===== config.mk =====
export PLATFORM = sky130hd
export DESIGN_NAME = conv_window_gen
export DESIGN_NICKNAME = d
export VERILOG_FILES = /design/src/rtl/conv_pkg.sv /design/src/rtl/conv_line_buffer.sv /design/src/rtl/conv_window_gen.sv
export SDC_FILE = /design/constraint.sdc
export NUM_CORES = 1
export LEC_CHECK = 0
export ABC_AREA = 1
export BUFFER_PORTS_ARGS = -buffer_cell sky130_fd_sc_hd__buf_2
export CAP_MARGIN = 25
export CORE_MARGIN = 5
export CORE_UTILIZATION = 50
export CTS_BUF_LIST = sky130_fd_sc_hd__clkbuf_16
export CTS_CLUSTER_DIAMETER = 100
export DETAILED_ROUTE_END_ITERATION = 12
export GPL_TIMING_DRIVEN = 1
export PLACE_DENSITY = 0.72
export SLEW_MARGIN = 25
export SYNTH_ARGS = -nofsm -noshare
export SYNTH_HDL_FRONTEND = slang
export SYNTH_SLANG_ARGS = --single-unit

===== constraint.sdc =====
create_clock -name clk -period 2.35 [get_ports clk]
set_clock_uncertainty 0.05 [all_clocks]
set_input_delay 0.3525 -clock clk [delete_from_list [all_inputs] [get_ports clk]]
set_output_delay 0.3525 -clock clk [all_outputs]
set_load 0.005 [all_outputs]

===== src/rtl/conv_pkg.sv =====
// Shared definitions for the sliding-window generator: FSM states, default
// pixel width and the window element-index mapping.
package conv_pkg;

    typedef enum logic [1:0] {
        S_FILL  = 2'd0,
        S_RUN   = 2'd1,
        S_STALL = 2'd2
    } conv_state_e;

    localparam int unsigned DEFAULT_DATA_WIDTH = 16;

    // Element position inside the flattened window: channel-major, then row, then column.
    function automatic int unsigned win_elem_idx(input int unsigned d,
                                                 input int unsigned r,
                                                 input int unsigned c,
                                                 input int unsigned f);
        return d * f * f + r * f + c;
    endfunction

endpackage


===== src/rtl/conv_line_buffer.sv =====
// One-row pixel delay line: the output is the pixel written DEPTH accepted writes ago.
module conv_line_buffer #(
    parameter int unsigned DW    = 16,
    parameter int unsigned DEPTH = 8
) (
    input  logic          clk_i,
    input  logic          rst_ni,
    input  logic          we_i,
    input  logic [DW-1:0] din_i,
    output logic [DW-1:0] dout_o
);

    localparam int unsigned AW = (DEPTH > 1) ? $clog2(DEPTH) : 1;
    localparam logic [AW-1:0] PTR_LAST = AW'(DEPTH - 1);

    logic [DW-1:0] mem_q [DEPTH];
    logic [AW-1:0] ptr_q, ptr_d;

    always_comb begin
        ptr_d = ptr_q;
        if (we_i) ptr_d = (ptr_q == PTR_LAST) ? '0 : ptr_q + 1'b1;
    end

    always_ff @(posedge clk_i) begin
        if (!rst_ni) ptr_q <= '0;
        else         ptr_q <= ptr_d;
    end

    // Storage is never cleared; every slot is rewritten before it is read back.
    always_ff @(posedge clk_i) begin
        if (we_i) mem_q[ptr_q] <= din_i;
    end

    assign dout_o = mem_q[ptr_q];

endmodule


===== src/rtl/conv_window_gen.sv =====
// Raster-order F x F x D sliding-window generator (stride 1, no padding).
// Optional macro CONV_WIN_CNT_EN adds the per-frame win_count output.
module conv_window_gen
    import conv_pkg::*;
#(
    parameter int unsigned DATA_WIDTH = DEFAULT_DATA_WIDTH,
    parameter int unsigned D          = 1,
    parameter int unsigned F          = 2,
    parameter int unsigned W          = 8,
    parameter int unsigned H          = 8
) (
    input  logic                            clk,
    input  logic                            reset,
    input  logic [D*DATA_WIDTH-1:0]         pix_data,
    input  logic                            pix_valid,
    output logic                            pix_ready,
    output logic [0:D*F*F*DATA_WIDTH-1]     window,
    output logic                            win_valid,
    input  logic                            win_ready,
    output logic                            frame_done
`ifdef CONV_WIN_CNT_EN
    ,
    output logic [15:0]                     win_count
`endif
);

    localparam int unsigned PW = D * DATA_WIDTH;
    localparam int unsigned XW = (W > 1) ? $clog2(W) : 1;
    localparam int unsigned YW = (H > 1) ? $clog2(H) : 1;
    localparam logic [XW-1:0] X_LAST      = XW'(W - 1);
    localparam logic [YW-1:0] Y_LAST      = YW'(H - 1);
    localparam logic [XW-1:0] X_FIRST     = XW'(F - 1);
    localparam logic [YW-1:0] Y_FIRST     = YW'(F - 1);
    localparam logic [YW-1:0] Y_FILL_LAST = YW'((F > 1) ? F - 2 : 0);

    conv_state_e   state_q, state_d;
    logic [XW-1:0] x_q, x_d;
    logic [YW-1:0] y_q, y_d;
    logic          win_valid_q, win_valid_d;
    logic          frame_done_q, frame_done_d;
    logic [PW-1:0] patch_q [F][F];
    logic [PW-1:0] col_in  [F];
    logic          accept, handoff, produce, last_pix;

    assign accept   = pix_valid && pix_ready;
    assign handoff  = win_valid_q && win_ready;
    assign last_pix = (x_q == X_LAST) && (y_q == Y_LAST);
    assign produce  = accept && (x_q >= X_FIRST) && (y_q >= Y_FIRST);

    // Bottom patch row takes the live pixel; each line buffer feeds the row above it.
    assign col_in[F-1] = pix_data;
    for (genvar k = 1; k < F; k++) begin : g_lb
        conv_line_buffer #(
            .DW    (PW),
            .DEPTH (W)
        ) u_lb (
            .clk_i  (clk),
            .rst_ni (reset),
            .we_i   (accept),
            .din_i  (col_in[F-k]),
            .dout_o (col_in[F-1-k])
        );
    end

    always_comb begin
        x_d          = x_q;
        y_d          = y_q;
        win_valid_d  = win_valid_q && !win_ready;
        frame_done_d = frame_done_q && !win_ready;
        if (accept) begin
            x_d = (x_q == X_LAST) ? '0 : x_q + 1'b1;
            if (x_q == X_LAST) y_d = (y_q == Y_LAST) ? '0 : y_q + 1'b1;
        end
        if (produce) begin
            win_valid_d  = 1'b1;
            frame_done_d = last_pix;
        end
    end

    always_ff @(posedge clk) begin
        if (!reset) begin
            x_q          <= '0;
            y_q          <= '0;
            win_valid_q  <= 1'b0;
            frame_done_q <= 1'b0;
            for (int unsigned r = 0; r < F; r++)
                for (int unsigned c = 0; c < F; c++)
                    patch_q[r][c] <= '0;
        end else begin
            x_q          <= x_d;
            y_q          <= y_d;
            win_valid_q  <= win_valid_d;
            frame_done_q <= frame_done_d;
            if (accept) begin
                for (int unsigned r = 0; r < F; r++) begin
                    for (int unsigned c = 0; c + 1 < F; c++)
                        patch_q[r][c] <= patch_q[r][c+1];
                    patch_q[r][F-1] <= col_in[r];
                end
            end
        end
    end

    always_ff @(posedge clk) begin
        if (!reset) state_q <= S_FILL;
        else        state_q <= state_d;
    end

    always_comb begin
        state_d = state_q;
        case (state_q)
            S_FILL: begin
                if (F == 1) state_d = S_RUN;
                else if (accept && (y_q == Y_FILL_LAST) && (x_q == X_LAST)) state_d = S_RUN;
            end
            S_RUN: begin
                if (handoff && frame_done_q)       state_d = S_FILL;
                else if (win_valid_q && !win_ready) state_d = S_STALL;
            end
            S_STALL: begin
                if (win_ready) state_d = frame_done_q ? S_FILL : S_RUN;
            end
            default: state_d = S_FILL;
        endcase
    end

    always_comb begin
        pix_ready  = reset && (!win_valid_q || win_ready);
        win_valid  = reset && win_valid_q;
        frame_done = reset && frame_done_q;
        window     = '0;
        if (reset) begin
            for (int unsigned d = 0; d < D; d++)
                for (int unsigned r = 0; r < F; r++)
                    for (int unsigned c = 0; c < F; c++)
                        window[DATA_WIDTH*win_elem_idx(d, r, c, F) +: DATA_WIDTH] =
                            patch_q[r][c][(D-1-d)*DATA_WIDTH +: DATA_WIDTH];
        end
    end

`ifdef CONV_WIN_CNT_EN
    logic [15:0] win_count_q;
    logic        done_seen_q;

    // The handoff after a frame's last window restarts the count at 1.
    always_ff @(posedge clk) begin
        if (!reset) begin
            win_count_q <= '0;
            done_seen_q <= 1'b0;
        end else if (handoff) begin
            win_count_q <= done_seen_q ? 16'd1 : win_count_q + 16'd1;
            done_seen_q <= frame_done_q;
        end
    end

    assign win_count = win_count_q;
`endif

endmodule


==> impl_results.md <==
* CP cell instances: buf_2 > buf_4 > inv_1 > nor2_1 > buf_2
* Crit-path slowest cell: buf_4
* Crit path launch type: primary input
* R2r worst-path depth at 6
* # setup viols final at 0
* Worst hold path type: primary input to flop
* Leak pwr at 4.56 nW
* Max VDD drop at 0.000410 V
* PD cells at 781 nW/um^2
* RSZ-0062 raised after global routing: false
* Cell variety after synth at 22
* PortBufs at 86
* Clock Path Buffers at 3
* Total gr overflow at 0
* Max Cap Viol at 0
* Worst slew pin tran at 0.668 ns
* Arrival @ worst endpoint at 1.39 ns
* Area grow syn2layout at 15.5%
* Vias at 5574
* Slowest Stage Delay on Critical Path at 0.54 ns
* Multi-input gate area at 1900 sq um
* Total CTS buffers at 21
* FF+latch area at 6050 sq um
* Worst setup margin at 0.562 ns
* Outcome: finished clean
* Synthesized flop and latch total at 206
* Postcts setup bufs at 0
* Post-CTS sizing at 0
* Max Clk Rate at 559 MHz
* IO Pins at 87
* Number of synthesized flops with an enable pin at 192
* Synthesized area per cell at 10.5 sq um
* Gate Count Post-Synth at 826
* Vias per cell at 4.78
* CP Capture Type: primary output
* Share of cells above drive strength 1 at 16.0%
* Post-DP HPWL at 11.0 mm
* Design Power at 7.85 mW
* Final Hold Viols at 0
* Drt wl/cell at 14.3 microns
* First-pass GRT wire length at 27.6 mm
* Final Instance Area at 10000 sq um
* Gr usage total at 16.8%
* Mapped Nets at 854
* Hold depth at 1
* Max-slew violation count at 0
* Die H at 142 microns
* Clk_lat worst skew at 0.49 ns
* Hold path start: pix_data[3]
* Ys flop type: edfxtp_1
* Hold Path End: g_lb[1].u_lb.mem_q[6][3]
* Drt drc at 0
* Iteration-0 DRC Markers at 469
* Initial antenna violation count at 0
* CP Data Required Time at 1.95 ns
* Clock sink count at 206
* Post-DRT Antenna Nets at 0
* Post-layout minimum cycle time at 1.79 ns
* First-pass DRT Iterations at 5
* Worst hold slack at 0.106 ns
* # fillers at 1411
* Setup WS pre-CTS at 0.528 ns
* Critical path class: primary input to primary output
* CTS tree: built
* Antenna cells at 0
* Crit Reg-Reg Endpoint: patch_q[0][5]
* Post-synth top area share at 66.2%
* Final period utilization at 76.1%
* Total Die Area at 20100 sq um
* Root Driver: clkbuf_16
* Setup TNS at 0 ns
* R2R setup slack at 0.67 ns
* Ranking of synthesized cells by area: edfxtp_1 (66%), nor2_1 (9.9%), inv_1 (5.6%), nand2_1 (5.1%), dfxtp_1 (3.2%)
* Ys Warns at 0
* Fin nets at 954
* Vias in the first global route at 5328
* Cell area after synthesis at 8700 sq um
* Slew headroom at 55.5%
* Clock transition at path regs at 0.06 ns
* Area after DPL at 9420 sq um
* Critical path fanouts, max at 74
* Post-synth top area cell: edfxtp_1
* Post-layout util at 58.5%
* Gpl congestion at 0.767
* Largest net degree at the start of global routing at 75
* Most frequent CP cell: buf_2
* Final wirelength at 16.7 mm
* Die X at 142 microns
* Finished Layout Cells at 1166
* Top-count cell post-synth: nor2_1
* Placed cells at 1128
* Initial core utilization at 50.7%
* Depth of the CTS H-tree at 1
* Sequential-to-total area share from yosys stat at 69.5%
* Async SR Flop Fraction at 0%
* Top cells by count, synth: nor2_1 (230), edfxtp_1 (192), inv_1 (129), nand2_1 (118), o21ai_0 (55)
* Core Footprint at 17200 sq um
* Cell Rows at 48
* # hold bufs at CTS at 0
## layout make-up
class / instances / area share, %
well taps: 225 / 2.80
clock inverters: 17 / 1.05
clock buffers: 21 / 5.23
flip-flops and latches: 206 / 60.2
multi-input cells: 452 / 18.9
repair buffers: 115 / 6.95
inverters: 130 / 4.86
## logic make-up (layout without fill, tap and decap cells)
family,count (synthesis),count (layout),share of synthesized area [%]
AOI/OAI and AO/OA,74,74,4.33
adders and majority gates,8,8,1.15
buffers and inverters,168,283,8.68
DFF,206,206,69.5
and+or+nand+nor,370,370,16.4
## worst max-delay path by stage
stage | startpoint | cells past startpoint | to
floorplan | win_ready | 6 | g_lb[1].u_lb.mem_q[1][0]
global placement | reset | 5 | pix_ready
detailed placement | win_ready | 9 | y_q[0]
CTS | reset | 5 | pix_ready
global route | reset | 5 | window[21]
finish | reset | 5 | pix_ready
## state kept, by name, indices dropped and copies added (netlist names), named ones only
| signal | count |
|---|---|
| win_valid_q | 1 |
| y_q | 3 |
| g_lb.u_lb.mem_q | 128 |
| x_q | 3 |
| patch_q | 64 |
| frame_done_q | 1 |
| g_lb.u_lb.ptr_q | 3 |
## layout by cell type, fill, tap and decap left out, types with 3 or more instances in the layout
cell	Yosys	final
o21ai_1	15	15
nor2_2	3	3
nor2_1	230	230
edfxtp_1	192	192
nand3_1	18	18
clkinv_2	0	5
inv_1	129	135
dfxtp_1	14	13
buf_4	6	25
clkinv_1	0	3
buf_12	0	4
nand2_1	118	117
o21ai_0	55	55
buf_2	11	86
clkbuf_16	0	21
ha_1	8	8
## per-layer routing
layer,GRT usage [%],part of all wire (%),up-vias
li1,-,-,2833
met1,24.9,46,2530
met2,26.5,45,183
met3,2.76,7.7,28
met4,4.19,1.6,0
met5,0,0,-
## worst max-delay path: cells and delay by family
family / cells / cell delay, ns
buf+inv: 4 / 0.89
simple gates: 1 / 0.12
## where the power goes
part | internal, mW | total [mW] | switching (mW)
Sequential | 4.15 | 4.21 | 0.0574
Clock | 1.73 | 3.03 | 1.29
Combinational | 0.210 | 0.611 | 0.401
Total | 6.10 | 7.85 | 1.75
(Power assumes the default switching activity.)
